**src/rtl/lutnet_pkg.sv**
```systemverilog
// Shared definitions for the LUT layer scheduler.
//   state_t         : controller FSM states
//   DEF_*           : default build parameters
//   idx_width()     : neuron index width (at least 1 bit so a 1-neuron build still has a register)
//   cfg_addr_width(): width of the {neuron index, table entry} configuration address
package lutnet_pkg;

    localparam int DEF_NUM_NEURONS = 8;
    localparam int DEF_FANIN_BITS  = 8;
    localparam int DEF_OUT_BITS    = 1;

    typedef enum logic [1:0] {
        IDLE  = 2'd0,
        EVAL  = 2'd1,
        DRAIN = 2'd2,
        HOLD  = 2'd3
    } state_t;

    function automatic int idx_width(input int num_neurons);
        return (num_neurons > 1) ? $clog2(num_neurons) : 1;
    endfunction

    function automatic int cfg_addr_width(input int num_neurons, input int fanin_bits);
        return idx_width(num_neurons) + fanin_bits;
    endfunction

endpackage

```
**src/rtl/lut_layer_sched_if.sv**
```systemverilog
// Bundle of the scheduler's data and configuration handshakes.
//   in_valid/in_ready/in_data    : layer input vector, one FANIN_BITS slice per neuron
//   out_valid/out_ready/out_data : layer result, one OUT_BITS slice per neuron
//   cfg_we/cfg_addr/cfg_data     : truth-table write port, honoured only while cfg_ready
//   cfg_ready/busy               : controller status
// master = producer/consumer side, slave = scheduler side.
interface lut_layer_sched_if
    import lutnet_pkg::*;
#(
    parameter int NUM_NEURONS = DEF_NUM_NEURONS,
    parameter int FANIN_BITS  = DEF_FANIN_BITS,
    parameter int OUT_BITS    = DEF_OUT_BITS
);
    localparam int ADDR_W = cfg_addr_width(NUM_NEURONS, FANIN_BITS);

    logic                            in_valid;
    logic                            in_ready;
    logic [NUM_NEURONS*FANIN_BITS-1:0] in_data;
    logic                            out_valid;
    logic                            out_ready;
    logic [NUM_NEURONS*OUT_BITS-1:0] out_data;
    logic                            cfg_we;
    logic [ADDR_W-1:0]               cfg_addr;
    logic [OUT_BITS-1:0]             cfg_data;
    logic                            cfg_ready;
    logic                            busy;

    modport master (
        output in_valid, in_data, out_ready, cfg_we, cfg_addr, cfg_data,
        input  in_ready, out_valid, out_data, cfg_ready, busy
    );

    modport slave (
        input  in_valid, in_data, out_ready, cfg_we, cfg_addr, cfg_data,
        output in_ready, out_valid, out_data, cfg_ready, busy
    );
endinterface

```
**src/rtl/lut_table_ram.sv**
```systemverilog
// Truth-table storage for every neuron of the layer: DEPTH x DATA_W,
// one write port, one synchronous read port (1-cycle latency). Small and
// read-every-cycle, so it is meant to map onto distributed (LUT) RAM.
//   clk   : clock
//   we/waddr/wdata : write port
//   re/raddr/rdata : read port, rdata valid the cycle after re
module lut_table_ram #(
    parameter int ADDR_W = 11,
    parameter int DEPTH  = 2048,
    parameter int DATA_W = 1
) (
    input  logic              clk,
    input  logic              we,
    input  logic [ADDR_W-1:0] waddr,
    input  logic [DATA_W-1:0] wdata,
    input  logic              re,
    input  logic [ADDR_W-1:0] raddr,
    output logic [DATA_W-1:0] rdata
);
    // With a single neuron the index field is a constant 0, so the storage
    // needs fewer address bits than the configuration address carries.
    localparam int MEM_AW = (DEPTH > 1) ? $clog2(DEPTH) : 1;

    logic [DATA_W-1:0] mem [DEPTH];

    // NOTE: the array has no reset; its contents are configuration that must
    // survive rst_n, and a reset would also stop it mapping onto RAM cells.
    always_ff @(posedge clk) begin
        if (we) begin
            mem[waddr[MEM_AW-1:0]] <= wdata;
        end
        if (re) begin
            rdata <= mem[raddr[MEM_AW-1:0]];
        end
    end
endmodule

```
**src/rtl/lut_layer_sched.sv**
```systemverilog
// Evaluates one layer of LUT neurons per accepted input vector, one neuron per
// cycle, by reading each neuron's truth table from a shared lut_table_ram.
//   clk, rst_n : clock, asynchronous active-low reset (release synchronised)
//   bus        : lut_layer_sched_if.slave (input, output and config handshakes)
// Accepting edge -> NUM_NEURONS EVAL edges -> DRAIN edge raises out_valid,
// i.e. out_valid is first seen NUM_NEURONS+1 edges after acceptance.
module lut_layer_sched
    import lutnet_pkg::*;
#(
    parameter int NUM_NEURONS = DEF_NUM_NEURONS,
    parameter int FANIN_BITS  = DEF_FANIN_BITS,
    parameter int OUT_BITS    = DEF_OUT_BITS
) (
    input logic              clk,
    input logic              rst_n,
    lut_layer_sched_if.slave bus
);
    localparam int IDX_W  = idx_width(NUM_NEURONS);
    localparam int ADDR_W = cfg_addr_width(NUM_NEURONS, FANIN_BITS);
    localparam int DEPTH  = NUM_NEURONS * (2 ** FANIN_BITS);
    localparam logic [IDX_W-1:0] LAST_IDX = IDX_W'(NUM_NEURONS - 1);

    // Reset asserts immediately but releases only after two clock edges, so
    // the FSM never leaves reset on a metastable edge.
    logic [1:0] rst_sync;
    logic       srst_n;

    // NOTE: every sequential block uses non-blocking assignments so that all
    // registers sample their inputs from the same pre-edge values.
    always_ff @(posedge clk or negedge rst_n) begin
        if (!rst_n) begin
            rst_sync <= 2'b00;
        end else begin
            rst_sync <= {rst_sync[0], 1'b1};
        end
    end
    assign srst_n = rst_sync[1];

    state_t                            state;
    logic [IDX_W-1:0]                  idx;
    logic [IDX_W-1:0]                  idx_d;    // neuron whose entry is returning
    logic                              rd_pend;  // a table read was issued last cycle
    logic [NUM_NEURONS*FANIN_BITS-1:0] cap_q;
    logic [NUM_NEURONS*OUT_BITS-1:0]   out_data_q;
    logic                              out_valid_q;
    logic                              in_ready_q;
    logic                              cfg_ready_q;
    logic                              busy_q;

    logic                              rd_en;
    logic [ADDR_W-1:0]                 rd_addr;
    logic [OUT_BITS-1:0]               rd_data;

    assign rd_en   = (state == EVAL);
    assign rd_addr = {idx, cap_q[int'(idx)*FANIN_BITS +: FANIN_BITS]};

    // Writes are gated by cfg_ready so the table cannot change under a pass.
    // A write on the accepting edge lands before the first EVAL read.
    lut_table_ram #(
        .ADDR_W (ADDR_W),
        .DEPTH  (DEPTH),
        .DATA_W (OUT_BITS)
    ) u_table (
        .clk   (clk),
        .we    (bus.cfg_we & cfg_ready_q),
        .waddr (bus.cfg_addr),
        .wdata (bus.cfg_data),
        .re    (rd_en),
        .raddr (rd_addr),
        .rdata (rd_data)
    );

    always_ff @(posedge clk or negedge srst_n) begin
        if (!srst_n) begin
            state       <= IDLE;
            idx         <= '0;
            idx_d       <= '0;
            rd_pend     <= 1'b0;
            cap_q       <= '0;
            out_data_q  <= '0;
            out_valid_q <= 1'b0;
            in_ready_q  <= 1'b1;
            cfg_ready_q <= 1'b1;
            busy_q      <= 1'b0;
        end else begin
            rd_pend <= 1'b0;
            // Entry read one cycle ago lands in its neuron's slice; this covers
            // EVAL cycles 2..N and the final entry in DRAIN.
            if (rd_pend) begin
                out_data_q[int'(idx_d)*OUT_BITS +: OUT_BITS] <= rd_data;
            end

            unique case (state)
                IDLE: begin
                    if (bus.in_valid && in_ready_q) begin
                        cap_q       <= bus.in_data;
                        idx         <= '0;
                        state       <= EVAL;
                        in_ready_q  <= 1'b0;
                        cfg_ready_q <= 1'b0;
                        busy_q      <= 1'b1;
                    end
                end
                EVAL: begin
                    rd_pend <= 1'b1;
                    idx_d   <= idx;
                    // Leave before idx would wrap past the last neuron.
                    if (idx == LAST_IDX) begin
                        state <= DRAIN;
                    end else begin
                        idx <= idx + IDX_W'(1);
                    end
                end
                DRAIN: begin
                    out_valid_q <= 1'b1;
                    state       <= HOLD;
                end
                HOLD: begin
                    if (bus.out_ready) begin
                        out_valid_q <= 1'b0;
                        state       <= IDLE;
                        in_ready_q  <= 1'b1;
                        cfg_ready_q <= 1'b1;
                        busy_q      <= 1'b0;
                    end
                end
                default: state <= IDLE;
            endcase
        end
    end

    assign bus.in_ready  = in_ready_q;
    assign bus.cfg_ready = cfg_ready_q;
    assign bus.busy      = busy_q;
    assign bus.out_valid = out_valid_q;
    assign bus.out_data  = out_data_q;
endmodule

```
**src/flat_wrapper.sv**
```systemverilog
// flat-port wrapper written by rule: the top's interface ports become plain ports
module lut_layer_sched_flat import lutnet_pkg::*;
#(
    parameter int NUM_NEURONS = DEF_NUM_NEURONS,
    parameter int FANIN_BITS  = DEF_FANIN_BITS,
    parameter int OUT_BITS    = DEF_OUT_BITS
)
  (clk, rst_n, bus_in_valid, bus_in_data, bus_out_ready, bus_cfg_we, bus_cfg_addr, bus_cfg_data, bus_in_ready, bus_out_valid, bus_out_data, bus_cfg_ready, bus_busy);
  lut_layer_sched_if #(.NUM_NEURONS(NUM_NEURONS), .FANIN_BITS(FANIN_BITS), .OUT_BITS(OUT_BITS)) bus_i ();
  input logic clk;
  input logic rst_n;
  input wire logic [$bits(bus_i.in_valid)-1:0] bus_in_valid;
  input wire logic [$bits(bus_i.in_data)-1:0] bus_in_data;
  input wire logic [$bits(bus_i.out_ready)-1:0] bus_out_ready;
  input wire logic [$bits(bus_i.cfg_we)-1:0] bus_cfg_we;
  input wire logic [$bits(bus_i.cfg_addr)-1:0] bus_cfg_addr;
  input wire logic [$bits(bus_i.cfg_data)-1:0] bus_cfg_data;
  output wire logic [$bits(bus_i.in_ready)-1:0] bus_in_ready;
  output wire logic [$bits(bus_i.out_valid)-1:0] bus_out_valid;
  output wire logic [$bits(bus_i.out_data)-1:0] bus_out_data;
  output wire logic [$bits(bus_i.cfg_ready)-1:0] bus_cfg_ready;
  output wire logic [$bits(bus_i.busy)-1:0] bus_busy;
  assign bus_i.in_valid = bus_in_valid;
  assign bus_i.in_data = bus_in_data;
  assign bus_i.out_ready = bus_out_ready;
  assign bus_i.cfg_we = bus_cfg_we;
  assign bus_i.cfg_addr = bus_cfg_addr;
  assign bus_i.cfg_data = bus_cfg_data;
  assign bus_in_ready = bus_i.in_ready;
  assign bus_out_valid = bus_i.out_valid;
  assign bus_out_data = bus_i.out_data;
  assign bus_cfg_ready = bus_i.cfg_ready;
  assign bus_busy = bus_i.busy;
  lut_layer_sched #(.NUM_NEURONS(NUM_NEURONS), .FANIN_BITS(FANIN_BITS), .OUT_BITS(OUT_BITS)) u_core (.clk(clk), .rst_n(rst_n), .bus(bus_i));
endmodule
```
**config.mk**
```make
export PLATFORM = sky130hd
export DESIGN_NAME = lut_layer_sched_flat
export DESIGN_NICKNAME = d
export VERILOG_FILES = /design/src/rtl/lutnet_pkg.sv /design/src/rtl/lut_layer_sched_if.sv /design/src/rtl/lut_table_ram.sv /design/src/rtl/lut_layer_sched.sv /design/src/flat_wrapper.sv
export SDC_FILE = /design/constraint.sdc
export NUM_CORES = 2
export LEC_CHECK = 0
export ABC_AREA = 1
export CORE_MARGIN = 2
export CORE_UTILIZATION = 50
export CTS_CLUSTER_SIZE = 8
export DETAILED_ROUTE_END_ITERATION = 16
export PLACE_DENSITY = 0.67
export SYNTH_ARGS = -nofsm -noshare
export SYNTH_HDL_FRONTEND = slang
export SYNTH_HIERARCHICAL = 1
export SYNTH_SLANG_ARGS = --single-unit
```
**constraint.sdc**
```tcl
create_clock -name clk -period 2.9 [get_ports clk]
set_input_delay 0.725 -clock clk [delete_from_list [all_inputs] [get_ports clk]]
set_output_delay 0.725 -clock clk [all_outputs]
set_load 0.02 [all_outputs]
```
After elaboration in Yosys (flattened, before gate mapping)
Memories as Yosys holds them, arrays and structs flattened. A register that Yosys moved wholly into a read port is not among the register bits.
Cells that the tools add are included.
- mux-type cells: 18
- equality and inequality tests: 8
- add/sub/neg operators: 2
- reductions and logical operators: 10
- shift-type cells: 3
- bitwise gates (word level): 1
- operator list (cell ; count):
    64-bit by 7-bit variable part select with 8-bit output ; 1
    3-bit negator with 33-bit output ; 1
    1-bit by 33-bit variable shift with 8-bit output, first input constant ; 1
    1-bit by 33-bit variable part select with 8-bit output ; 1
    3-bit AND reduction ; 3
    8-bit bitwise mux ; 1
    2-bit one-hot mux with 4 select lines ; 1
    1-bit two-way mux ; 7
    2-bit two-way mux ; 3
    3-bit two-way mux ; 2
    2-bit != test, second input constant ; 3
    1-bit one-hot mux with 2 select lines ; 3
    3-bit one-hot mux with 2 select lines ; 1
    2-bit nonzero test ; 3
    2-bit equality test, second input constant ; 2
    2-bit AND reduction ; 2
    3-bit by 1-bit adder with 3-bit output, second input constant ; 1
    3-bit equality test, second input constant ; 1
    2-bit by 1-bit equality test with 1-bit output, second input constant ; 1
    2-bit logical NOT ; 1
    2-bit by 1-bit != test with 1-bit output, second input constant ; 1
    1-bit bitwise AND ; 1
    1-bit logical AND ; 1
- logic and storage cells: 53
- output and inout bits: 12
- memory bits (writable): 2048
- input port bits: 81
- register bits: 86
- memories kept: 1
- memory list (name ; words ; width ; read ports ; clocked after memory_dff ; write ports ; line ; RTL):
    u_core.u_table.mem ; 2048 ; 1 ; 1 ; 1 ; 1 ; lut_table_ram.sv:24 ; logic [DATA_W-1:0] mem [DEPTH];

Longest topological paths before layout
- depth after elaboration: 3
- gate-level depth with buffers: 25
- gate-level depth less buffers: 19

Modules after synthesis
The synthesis kept the hierarchy.
- by module, submodules not included (module ; cells each ; instances ; area an instance (um^2)):
    lut_table_ram ; 9246 ; 1 ; 91785.5
    lut_layer_sched ; 588 ; 1 ; 4430.5

Worst setup path before layout
No wires, ideal clock.
- kind: register to register
- start: register u_core.idx[0]
- end: register u_core.u_table.rdata, read port of u_core.u_table.mem (data pin)
- arrival time: 2.427 ns
- cell stages (with the launch flop): 26
- path buffers: 7
- setup time: 0.253 ns
- path slack: 0.220 ns
- required time: 2.647 ns
- cell sequence: dfrtp_1 -> buf_2 -> buf_6 -> buf_6 -> nand2_1 -> nand2_1 -> nand2_1 -> nand2_1 -> nand2_1 -> buf_4 -> inv_4 -> buf_6 -> buf_6 -> buf_4 -> nand2_1 -> nand3_1 -> nand3_1 -> nand3_1 -> nand3_1 -> nand3_1 -> nand3_1 -> nand3_1 -> nand3_1 -> nand3_1 -> nand3_1 -> nand2_1
- word-level cells in the longest chain between the ends: 1
- RTL lines (what ; line ; RTL):
    from (decl) ; lut_layer_sched.sv:40 ; logic [IDX_W-1:0] idx;
    from (signal assigned) ; lut_layer_sched.sv:111 ; idx <= idx + IDX_W'(1);
    64-bit by 7-bit variable part select with 8-bit output ; lut_layer_sched.sv:55 ; assign rd_addr = {idx, cap_q[int'(idx)*FANIN_BITS +: FANIN_BITS]};
    via u_core.rd_addr[0] ; lut_layer_sched.sv:51 ; logic [ADDR_W-1:0] rd_addr;
    to (decl) ; lut_table_ram.sv:18 ; output logic [DATA_W-1:0] rdata
The timed path passes the listed nets, and every way through them passes these cells.
A chain may end at the register's enable or synchronous reset.

Worst setup path after layout
Ends and elaborated chain as after synthesis.

==> reports/results.txt <==
Status = finished, violations left
Failing checks = negative setup slack
First-pass GRT wire length = 465,300 um
Post-route cell area = 115,900 sq um
Final Wtd Congestion = 0.8767
Clock skew = 0.05150 ns
Static Leak = 40.74 nW
Critical Path AT = 4.07 ns
Max-cap violation count = 0
Die Width = 442.7 um
Via/cell ratio = 6.068
Initial antenna violation count = 12
Layout cells sized above 1 = 12.40%
Longest Clk Path Bufs = 4
Overflow after GRT = 0
#FFs+latches synth = 2,135
CTS clk-pin slew, worst paths = 0.05 ns
Top cells by area, synth = edfxtp_1 64%, nand3_1 11%, nand2_1 9.0%
Reg2reg start = u_core/idx[0]
Area of the multi-input gates = 28,990 sq um
Detailed Place HPWL = 175,400 um
# fillers = 15.40k
Number of I/O port buffers = 92
CTS root buffer = clkbuf_16
Critical Path Source Type = flip-flop
DRT Pass-1 Iters = 7
Crit path capture type = flip-flop
Hold Path Depth = 1
Reg area = 63,690 sq um
DP Area = 105,300 sq um
Worst IR Drop VDD = 475.9 uV
Final setup viols = 1
Post-synth EDFFs = 2,049
Number of buffers created by CTS = 317
Dominant synthesized flop cell = edfxtp_1
Syn Std Cell Area = 96,220 sq um
Endpoints failing hold = 0
Largest net degree at the start of global routing = 157
Hold Path Class = in -> reg
PwrDens = 577.7 nW/um^2
Clk sink count = 2,135
R2r setup slk = -0.48 ns
Worst slew pin tran = 1.029 ns
Worst Path Required = 3.59 ns
Core Box Area = 191,800 sq um
Post-DRT Antenna Nets = 0
H-tree depth = 5
CP max FO = 19
Drt wl/cell = 24.83 um
Synth Warn # = 6
Worst-Skew Late Latency = 0.94 ns
Hold WS = 0.3064 ns
CTS tree = yes
Max Freq = 295.8 MHz
Yosys cell types = 29
Total power = 66.96 mW
Rows = 161
Area growth, synth to finish = 20.46%
Final worst path period need = 3.381 ns
Hold Crit Start = bus_cfg_data
Starting Density = 50.17%
Post-Route WL = 315,700 um
Die Ht = 442.7 um
Post-layout util = 60.44%
Reg2Reg Depth = 23
Share of the synthesized area in the top cell type = 63.95%
Number of global-route vias before repair = 74.39k
Slew Viols, Final = 0
Fin crit share = 116.6%
Mapped Cells = 9,834
DIE AREA = 196,000 sq um
Mean post-synth cell area = 9.784 sq um
Min-Delay Endpoint = u_core/u_table/mem[893]
Slew HR = 31.31%
R2R Path End = u_core/u_table/rdata
Initial DRC count = 11.44k
GR Util All Layers = 31.57%
Dominant cell type by area after synthesis = edfxtp_1
Setup Crit Path Kind = reg -> reg
Unrepaired setup endpoints after global routing = true
Min setup slack post-route = -0.4806 ns
Syn Nets = 9,927
Asr flop ratio synth = 4.028%
Register area share after synthesis = 66.19%
Layout net count = 10.24k
IO Pins = 93
Via count of the routed design = 77.14k
Residual DRC = 0
## Yosys cell counts, types with 28 or more instances
cell type / n
edfxtp_1: 2049
clkbuf_1: 466
buf_1: 58
dfrtp_1: 85
a21oi_1: 42
o21ai_0: 28
nand3_1: 2062
inv_1: 143
buf_6: 30
nand2_1: 2315
buf_2: 250
nor2_1: 2183
buf_4: 59
## cell usage in the layout (no fill, tap or decap), drive strengths merged, types with 4 or more instances in the layout
| cell type | synthesis | final |
|---|---|---|
| nand2 | 2315 | 2315 |
| clkinv | 0 | 5 |
| clkbuf | 466 | 352 |
| ha | 12 | 12 |
| nand3 | 2064 | 2064 |
| buf | 398 | 742 |
| dfrtp | 85 | 85 |
| nand4 | 4 | 4 |
| nor2 | 2184 | 2184 |
| edfxtp | 2049 | 2049 |
| bufbuf | 0 | 16 |
| diode | 0 | 4 |
| clkdlybuf4s50 | 0 | 90 |
| o21ai | 44 | 44 |
| a21oi | 42 | 42 |
| inv | 147 | 152 |
| nor3 | 18 | 18 |
## through the flow
step           setup TNS (ns)  instances  worst slack [ns]
3_3_place_gp           -31.83      12280           -0.9527
3_5_place_dp           -33.87      12280           -0.9391
6_report              -0.4806      12710           -0.4806
2_1_floorplan               0       9834            0.2195
5_1_grt               -0.5798      12710           -0.5798
4_1_cts               -0.3593      12700           -0.3593
## power breakdown
| group | internal [mW] | total, mW | switching [mW] | leakage [nW] |
|---|---|---|---|---|
| Clock | 19.6 | 32.2 | 12.6 | 4.06 |
| Sequential | 33.8 | 33.9 | 0.0172 | 19.4 |
| Combinational | 0.239 | 0.899 | 0.660 | 17.3 |
| Total | 53.7 | 67.0 | 13.3 | 40.7 |
## repair_timing
item	4_1_cts	5_1_grt
hold endpoints to repair	2	0
cloned	23	6
hold buffers	1	0
setup buffers	37	6
gates resized for setup	164	49
pin swaps	30	22
setup endpoints to repair	1	2
## cell type report
| cell class | instances | share of cell area [%] |
|---|---|---|
| sequential | 2135 | 54.95 |
| tap | 2526 | 2.727 |
| clock buffer | 346 | 7.048 |
| multi-input combinational | 6688 | 25.01 |
| timing repair inverter | 1 | 0.007556 |
| inverter | 147 | 0.5149 |
| timing repair buffer | 856 | 9.633 |
| antenna | 4 | 0.008636 |
| clock inverter | 10 | 0.1026 |
## registers in the layout (all words and copies together) (netlist names)
signal / flops
u_core/u_table/mem: 2048
u_core/cap_q: 64
u_core/bus.out_data: 8
u_core/idx: 3
u_core/idx_d: 3
u_core/rst_sync: 2
u_core/state: 2
u_core/bus.busy: 1
u_core/bus.cfg_ready: 1
u_core/bus.out_valid: 1
u_core/rd_pend: 1
u_core/u_table/rdata: 1
## worst max-delay path by stage
stage	start	to	cells after the start
floorplan	u_core/idx[0]	u_core/u_table/rdata	25
CTS	u_core/idx[0]	u_core/u_table/rdata	22
detailed placement	u_core/idx[1]	u_core/u_table/rdata	20
finish	u_core/idx[0]	u_core/u_table/rdata	23
global placement	u_core/idx[1]	u_core/u_table/rdata	20
global route	u_core/idx[0]	u_core/u_table/rdata	23
## kinds of logic after synthesis
logic type	after synthesis	synth area share, %
simple gates	6588	28.45
flops	2135	66.19
buf+inv	1011	4.748
compound gates	87	0.4538
fa+ha+maj	12	0.1560
other cells	1	0.003897
## critical path: stages, from the launching register on
cell	delay, ns
dfrtp_2	0.49
buf_6	0.17
buf_4	0.13
nand2_1	0.05
nand2_1	0.05
nand2_1	0.07
nand2_2	0.09
nand2_8	0.20
inv_16	0.11
buf_12	0.18
buf_6	0.18
buf_4	0.15
nand2_1	0.07
nand3_1	0.07
nand3_1	0.08
nand3_1	0.09
nand3_1	0.08
nand3_1	0.14
nand3_1	0.13
nand3_2	0.10
nand3_4	0.15
nand3_4	0.12
nand3_4	0.11
nand2_1	0.07
## layer usage
layer / global-route usage (%) / up-vias / routed length [um]
li1: - / 33640 / -
met1: 41.87 / 37320 / 113700
met2: 49.06 / 5167 / 144900
met3: 6.879 / 1011 / 40010
met4: 16.29 / 8 / 17090
met5: 0 / - / 52
No activity file was read; power rests on OpenSTA's default activity.
